## config.mk

```make
export PLATFORM = sky130hd
export DESIGN_NAME = dram_arbiter
export DESIGN_NICKNAME = d
export VERILOG_FILES = /design/src/rtl/dram_arbiter.sv
export SDC_FILE = /design/constraint.sdc
export NUM_CORES = 1
export LEC_CHECK = 0
export CORE_MARGIN = 2
export CORE_UTILIZATION = 40
export DETAILED_ROUTE_END_ITERATION = 10
export GPL_TIMING_DRIVEN = 0
export PLACE_DENSITY_LB_ADDON = 0.3
export RECOVER_POWER = 25
export SKIP_LAST_GASP = 1
export SLEW_MARGIN = 5
export SYNTH_ARGS = -nofsm -noshare
export SYNTH_HDL_FRONTEND = slang
export SYNTH_SLANG_ARGS = --single-unit
export TNS_END_PERCENT = 10
```

## constraint.sdc

```tcl
create_clock -name clk -period 4.1 [get_ports clk]
set_clock_uncertainty 0.1 [all_clocks]
set_input_delay 0.41 -clock clk [delete_from_list [all_inputs] [get_ports clk]]
set_output_delay 0.41 -clock clk [all_outputs]
set_load 0.01 [all_outputs]
```

## src/rtl/dram_arbiter.sv

```systemverilog
// Two-port arbiter in front of a single-port word RAM: instruction fetch (m0) and LSU (m1),
// with lane extraction on loads and read-modify-write for sub-word stores.
module dram_arbiter #(
  parameter int FIXED_PRIO = 0,
  parameter int AW         = 32
) (
  input  logic          clk,
  input  logic          rst_n,
  input  logic          m0_req_valid,
  output logic          m0_req_ready,
  input  logic [AW-1:0] m0_addr,
  output logic          m0_resp_valid,
  output logic [31:0]   m0_rdata,
  input  logic          m1_req_valid,
  output logic          m1_req_ready,
  input  logic          m1_wen,
  input  logic [1:0]    m1_len,
  input  logic [AW-1:0] m1_addr,
  input  logic [31:0]   m1_wdata,
  output logic          m1_resp_valid,
  output logic          m1_resp_err,
  output logic [31:0]   m1_rdata,
  output logic          ram_valid,
  output logic          ram_wen,
  output logic [31:0]   ram_rlen,
  output logic [AW-1:0] ram_raddr,
  output logic [AW-1:0] ram_waddr,
  output logic [31:0]   ram_wdata,
  input  logic [31:0]   ram_rdata
);

  localparam logic [1:0] IDLE   = 2'd0;
  localparam logic [1:0] ACCESS = 2'd1;
  localparam logic [1:0] MERGE  = 2'd2;
  localparam logic [1:0] RESP   = 2'd3;

  logic [1:0]    state_q, state_d;
  logic          lastGrant_q, lastGrant_d;
  logic          owner_q, owner_d;
  logic          wen_q, wen_d;
  logic [1:0]    len_q, len_d;
  logic [AW-1:0] addr_q, addr_d;
  logic [31:0]   wdata_q, wdata_d;
  logic [31:0]   rdata_q, rdata_d;
  logic          err_q, err_d;
  logic [31:0]   old_q, old_d;

  logic          grant, anyValid, accept, misaligned, reqWen;
  logic [1:0]    reqLen;
  logic [AW-1:0] reqAddr, alignedAddr;
  logic [31:0]   reqWdata, shifted, laneData, mergeMask, mergedWord;
  logic [4:0]    byteShift, halfShift;

  // Grant is 1 for m1, 0 for m0; m0 is forced to an aligned-word read.
  always_comb begin
    anyValid = m0_req_valid | m1_req_valid;
    if (m0_req_valid && m1_req_valid)
      grant = (FIXED_PRIO != 0) ? 1'b1 : ~lastGrant_q;
    else
      grant = m1_req_valid;
    m0_req_ready = (state_q == IDLE) && anyValid && !grant;
    m1_req_ready = (state_q == IDLE) && anyValid && grant;
    accept       = m0_req_ready | m1_req_ready;
    reqWen       = grant ? m1_wen : 1'b0;
    reqLen       = grant ? m1_len : 2'd2;
    reqAddr      = grant ? m1_addr : m0_addr;
    reqWdata     = grant ? m1_wdata : 32'd0;
    misaligned   = grant && ((reqLen == 2'd1 && reqAddr[0]) ||
                             (reqLen[1] && reqAddr[1:0] != 2'b00));
  end

  always_comb begin
    alignedAddr = {addr_q[AW-1:2], 2'b00};
    byteShift   = {addr_q[1:0], 3'b000};
    halfShift   = {addr_q[1], 4'b0000};
    shifted     = ram_rdata >> byteShift;
    case (len_q)
      2'd0:    laneData = {24'd0, shifted[7:0]};
      2'd1:    laneData = addr_q[1] ? {16'd0, ram_rdata[31:16]} : {16'd0, ram_rdata[15:0]};
      default: laneData = ram_rdata;
    endcase
    if (len_q == 2'd0) begin
      mergeMask  = 32'h0000_00FF << byteShift;
      mergedWord = (old_q & ~mergeMask) | ({24'd0, wdata_q[7:0]} << byteShift);
    end else begin
      mergeMask  = 32'h0000_FFFF << halfShift;
      mergedWord = (old_q & ~mergeMask) | ({16'd0, wdata_q[15:0]} << halfShift);
    end
  end

  always_comb begin
    state_d     = state_q;
    lastGrant_d = lastGrant_q;
    owner_d     = owner_q;
    wen_d       = wen_q;
    len_d       = len_q;
    addr_d      = addr_q;
    wdata_d     = wdata_q;
    rdata_d     = rdata_q;
    err_d       = err_q;
    old_d       = old_q;
    case (state_q)
      IDLE: begin
        if (accept) begin
          owner_d     = grant;
          lastGrant_d = grant;
          wen_d       = reqWen;
          len_d       = reqLen;
          addr_d      = reqAddr;
          wdata_d     = reqWdata;
          err_d       = misaligned;
          rdata_d     = 32'd0;
          state_d     = misaligned ? RESP : ACCESS;
        end
      end
      ACCESS: begin
        if (!wen_q) begin
          rdata_d = laneData;
          state_d = RESP;
        end else if (len_q[1]) begin
          state_d = RESP;
        end else begin
          old_d   = ram_rdata;
          state_d = MERGE;
        end
      end
      MERGE:   state_d = RESP;
      default: state_d = IDLE;
    endcase
  end

  always_ff @(posedge clk) begin
    if (!rst_n) begin
      state_q     <= IDLE;
      lastGrant_q <= 1'b1;
      owner_q     <= 1'b0;
      wen_q       <= 1'b0;
      len_q       <= 2'd0;
      addr_q      <= '0;
      wdata_q     <= 32'd0;
      rdata_q     <= 32'd0;
      err_q       <= 1'b0;
      old_q       <= 32'd0;
    end else begin
      state_q     <= state_d;
      lastGrant_q <= lastGrant_d;
      owner_q     <= owner_d;
      wen_q       <= wen_d;
      len_q       <= len_d;
      addr_q      <= addr_d;
      wdata_q     <= wdata_d;
      rdata_q     <= rdata_d;
      err_q       <= err_d;
      old_q       <= old_d;
    end
  end

  // RAM strobes are gated by rst_n so a reset mid-RMW never commits a write.
  always_comb begin
    ram_rlen      = 32'd4;
    ram_valid     = rst_n && (state_q == ACCESS);
    ram_wen       = rst_n && ((state_q == ACCESS && wen_q && len_q[1]) || state_q == MERGE);
    ram_raddr     = (state_q == ACCESS) ? alignedAddr : '0;
    ram_waddr     = (state_q == ACCESS || state_q == MERGE) ? alignedAddr : '0;
    if (state_q == MERGE)
      ram_wdata = mergedWord;
    else if (state_q == ACCESS && wen_q)
      ram_wdata = wdata_q;
    else
      ram_wdata = 32'd0;
    m0_resp_valid = (state_q == RESP) && !owner_q;
    m1_resp_valid = (state_q == RESP) && owner_q;
    m0_rdata      = m0_resp_valid ? rdata_q : 32'd0;
    m1_rdata      = m1_resp_valid ? rdata_q : 32'd0;
    m1_resp_err   = m1_resp_valid && err_q;
  end

endmodule

```

==> out/qor.yml <==
global_route:
  grt_pass1_vias: 7426
  antenna_found_initial: 0
  grt.total_usage: 0.265
  grt_max_degree: 17
  grt_pass1_wl_mm: 40.7
  grt.overflow.total: 0
clocking:
  cts_root_buffer: "clkbuf_16"
  cts_setup_buffers: 0
  insertion_delay_ps: 420
  cts_made_buffers: 17
  cts.sinks: 136
  hold_buffers: 0
  cts.path.max_buffers: 2
  path_clk_slew_ps: 60
  tritoncts: "built"
  cts-resized-gates: 0
  h-tree-depth: 4
yosys:
  syn_area_per_cell_sq_um: 8.31
  synth_xor_area_frac: 0
  synth_area_leader_cell: "dfxtp_1"
  synth_seq_cells: 136
  synth.distinct_cells: 48
  seq_area_frac_synth: 0.370
  synthCells: 885
  synthAdderAreaFrac: 0.00851
  synth_top_family_by_area: "simple AND/OR/NAND/NOR gates"
  synth_mux_area_frac: 0.0150
  yosysTopAreaCellShare: 0.370
  synth.area.top_cells: "dfxtp_1 (37%), and2_1 (8.3%), a22oi_1 (8.2%), a21boi_0 (6.4%), nand2_1 (6.0%)"
  synth_compound_gate_area_share: 0.245
  synth_area_sq_mm: 0.00735
  yosysWarnings: 0
  synthSimpleGateAreaFrac: 0.276
timing:
  setup_violations: 0
  grt_setup_unrepaired: "false"
  hold_viol_final: 0
  slew_headroom: 0.298
  holdWs_ps: 361
  fin_setup_tns_ps: 0
  worst_slew_pin_slew_ps: 1040
  min_period_over_period: 0.910
  final.min_clock_period_ps: 3730
  drv_slew: 0
  fmax_ghz: 0.268
  worst_slack_ps: 369
worst_setup_path:
  startpoint_type: "flop"
  cpLargestDelayFamily: "buffers and inverters"
  cp-end-kind: "primary output"
  cp_num_buf_inv: 4
  slowest_delay_ps: 600
  cp.required_ps: 3590
  arrival_ps: 3220
  cp_slowest_cell: "clkdlybuf4s50_1"
  worstPathMaxFanout: 10
  path_class: "reg2out"
  path_cells: "inv_1 > ha_1 > clkbuf_1 > nor2_1 > clkbuf_1 > a22o_1 > clkdlybuf4s50_1"
  crit_path_frequent_cell: "clkbuf_1"
floorplan:
  rows: 49
  initial_core_util: 0.408
  ios: 334
  dieWidth_um: 140
  die_y_um: 140
  design.core.area_sq_mm: 0.0180
  dieArea_sq_mm: 0.0195
layout:
  drive_gt1_frac: 0.0729
  antennaDiodeCount: 0
  final_util: 0.629
  synthToLayoutAreaGrowth_pct: 54.2
  layout.nets: 1375
detailed_routing:
  drc: 0
  vias: 7662
  wl_met1_mm: 11.2
  ant_nets: 0
  wl_per_cell_um: 18.1
  first_pass_iters: 5
  drt_wl_total_mm: 26.7
  drt_iter0_drc: 636
  met2WireLength_mm: 12.8
  wl_met3_mm: 2.09
  via_per_inst: 5.19
  dr.max_layer_used: "met4"
pwr:
  p_per_area_mw_per_mm2: 477
  p_leak_uw: 0.00429
  irDropWorstVdd_mv: 0.385
place:
  dpl.hpwl_mm: 21.0
  portBuffers: 297
  gp_congestion: 0.880
  pre_cts_ws_ps: 851
flow_run:
  cap_viol_max_count: 0
hold_path:
  hold_class: "reg2reg"
run_status:
  status: "finished, final reports clean"
## synth_stat cells, drive strengths merged
cell,number
nor3,1
nor2,15
a32o,9
nand2,118
and2,98
a22o,16
o31ai,1
or2,9
mux2i,11
nor4bb,1
a21o,1
a221o,8
a211oi,7
or3b,1
nor2b,63
dfxtp,136
o22ai,8
nor3b,2
o211ai,7
o21ai,6
a211o,2
buf,54
o211a,1
a31oi,1
o2bb2ai,7
nand3,16
nand4,8
conb,2
a21oi,14
or4,1
clkbuf,60
inv,5
ha,5
o21a,3
a21boi,65
a22oi,80
and3,33
nand2b,10
## flip-flops by register name, summed over array words and instances (netlist names)
name         count
rdata_q         32
lastGrant_q      1
addr_q          32
old_q           32
state_q          2
wdata_q         32
err_q            1
owner_q          1
len_q            2
wen_q            1
## cells by family after synthesis
kind of cell,Yosys count
simple gates,376
compound gates,236
fa+ha+maj,5
mux,11
other cells,2
buf+inv,119
flops,136
## layout make-up
| class | instances | area [sq um] |
|---|---|---|
| plain buffers | 114 | 593 |
| clock buffers | 17 | 425 |
| clock inverters | 15 | 191 |
| fillers | 1606 | 6690 |
| inverters | 5 | 18.8 |
| multi-input cells | 664 | 4120 |
| flip-flops and latches | 136 | 2720 |
| well taps | 229 | 287 |
| repair buffers | 297 | 2970 |
## cells in the final DEF (no fill, tap or decap), drive strengths merged, types with 8 or more instances in the layout
cell type        n
a221o            8
nor2            15
dfxtp          136
clkbuf          84
a21oi           14
and2            98
nand2          118
nand3           16
or2              9
a32o             9
nand2b          10
inv             10
a22oi           80
a22o            16
mux2i           11
o22ai            8
nor2b           63
clkdlybuf4s50  295
a21boi          65
and3            33
conb            36
nand4            8
buf             47
## routing by layer
layer / vias up / global-route usage
met5: - / 0
met4: 0 / 0.0853
met3: 39 / 0.0705
met2: 336 / 0.446
met1: 3555 / 0.333
li1: 3732 / -
## worst reg2reg max path, stage by stage, from the launching register on
cell      delay, ps
dfxtp_1         360
inv_1           100
ha_1            300
nor3b_1         770
nor4bb_1        120
clkbuf_1        240
and2_1          210
buf_2           170
a221o_1         300
## per-stage QoR
step / total power (uW) / std cells / cell area (sq um)
6_report: 5410 / 1477 / 11300
5_1_grt: 5700 / 1477 / 11300
4_1_cts: 5410 / 1477 / 11400
3_5_place_dp: 3820 / 1445 / 10700
3_3_place_gp: 3780 / 1445 / 10700
2_1_floorplan: 2930 / 919 / 7480
## worst paths after layout
path	startpoint	slack (ps)	cells after the start	endpoint
setup reg to reg	state_q[0]	1320	8	rdata_q[11]
hold reg to reg	old_q[14]	360	2	old_q[14]
hold / removal	old_q[14]	360	2	old_q[14]
setup / recovery	state_q[0]	370	7	ram_wdata[27]
## report_power, final
group          total [uW]  switching (uW)  leakage (uW)  internal [uW]
Clock                1600             629      0.000291            969
Sequential           1710             181       0.00111           1530
Combinational        2100            1190       0.00289            913
Total                5410            2000       0.00429           3410
Note: power is estimated with default switching activity, not from simulation.
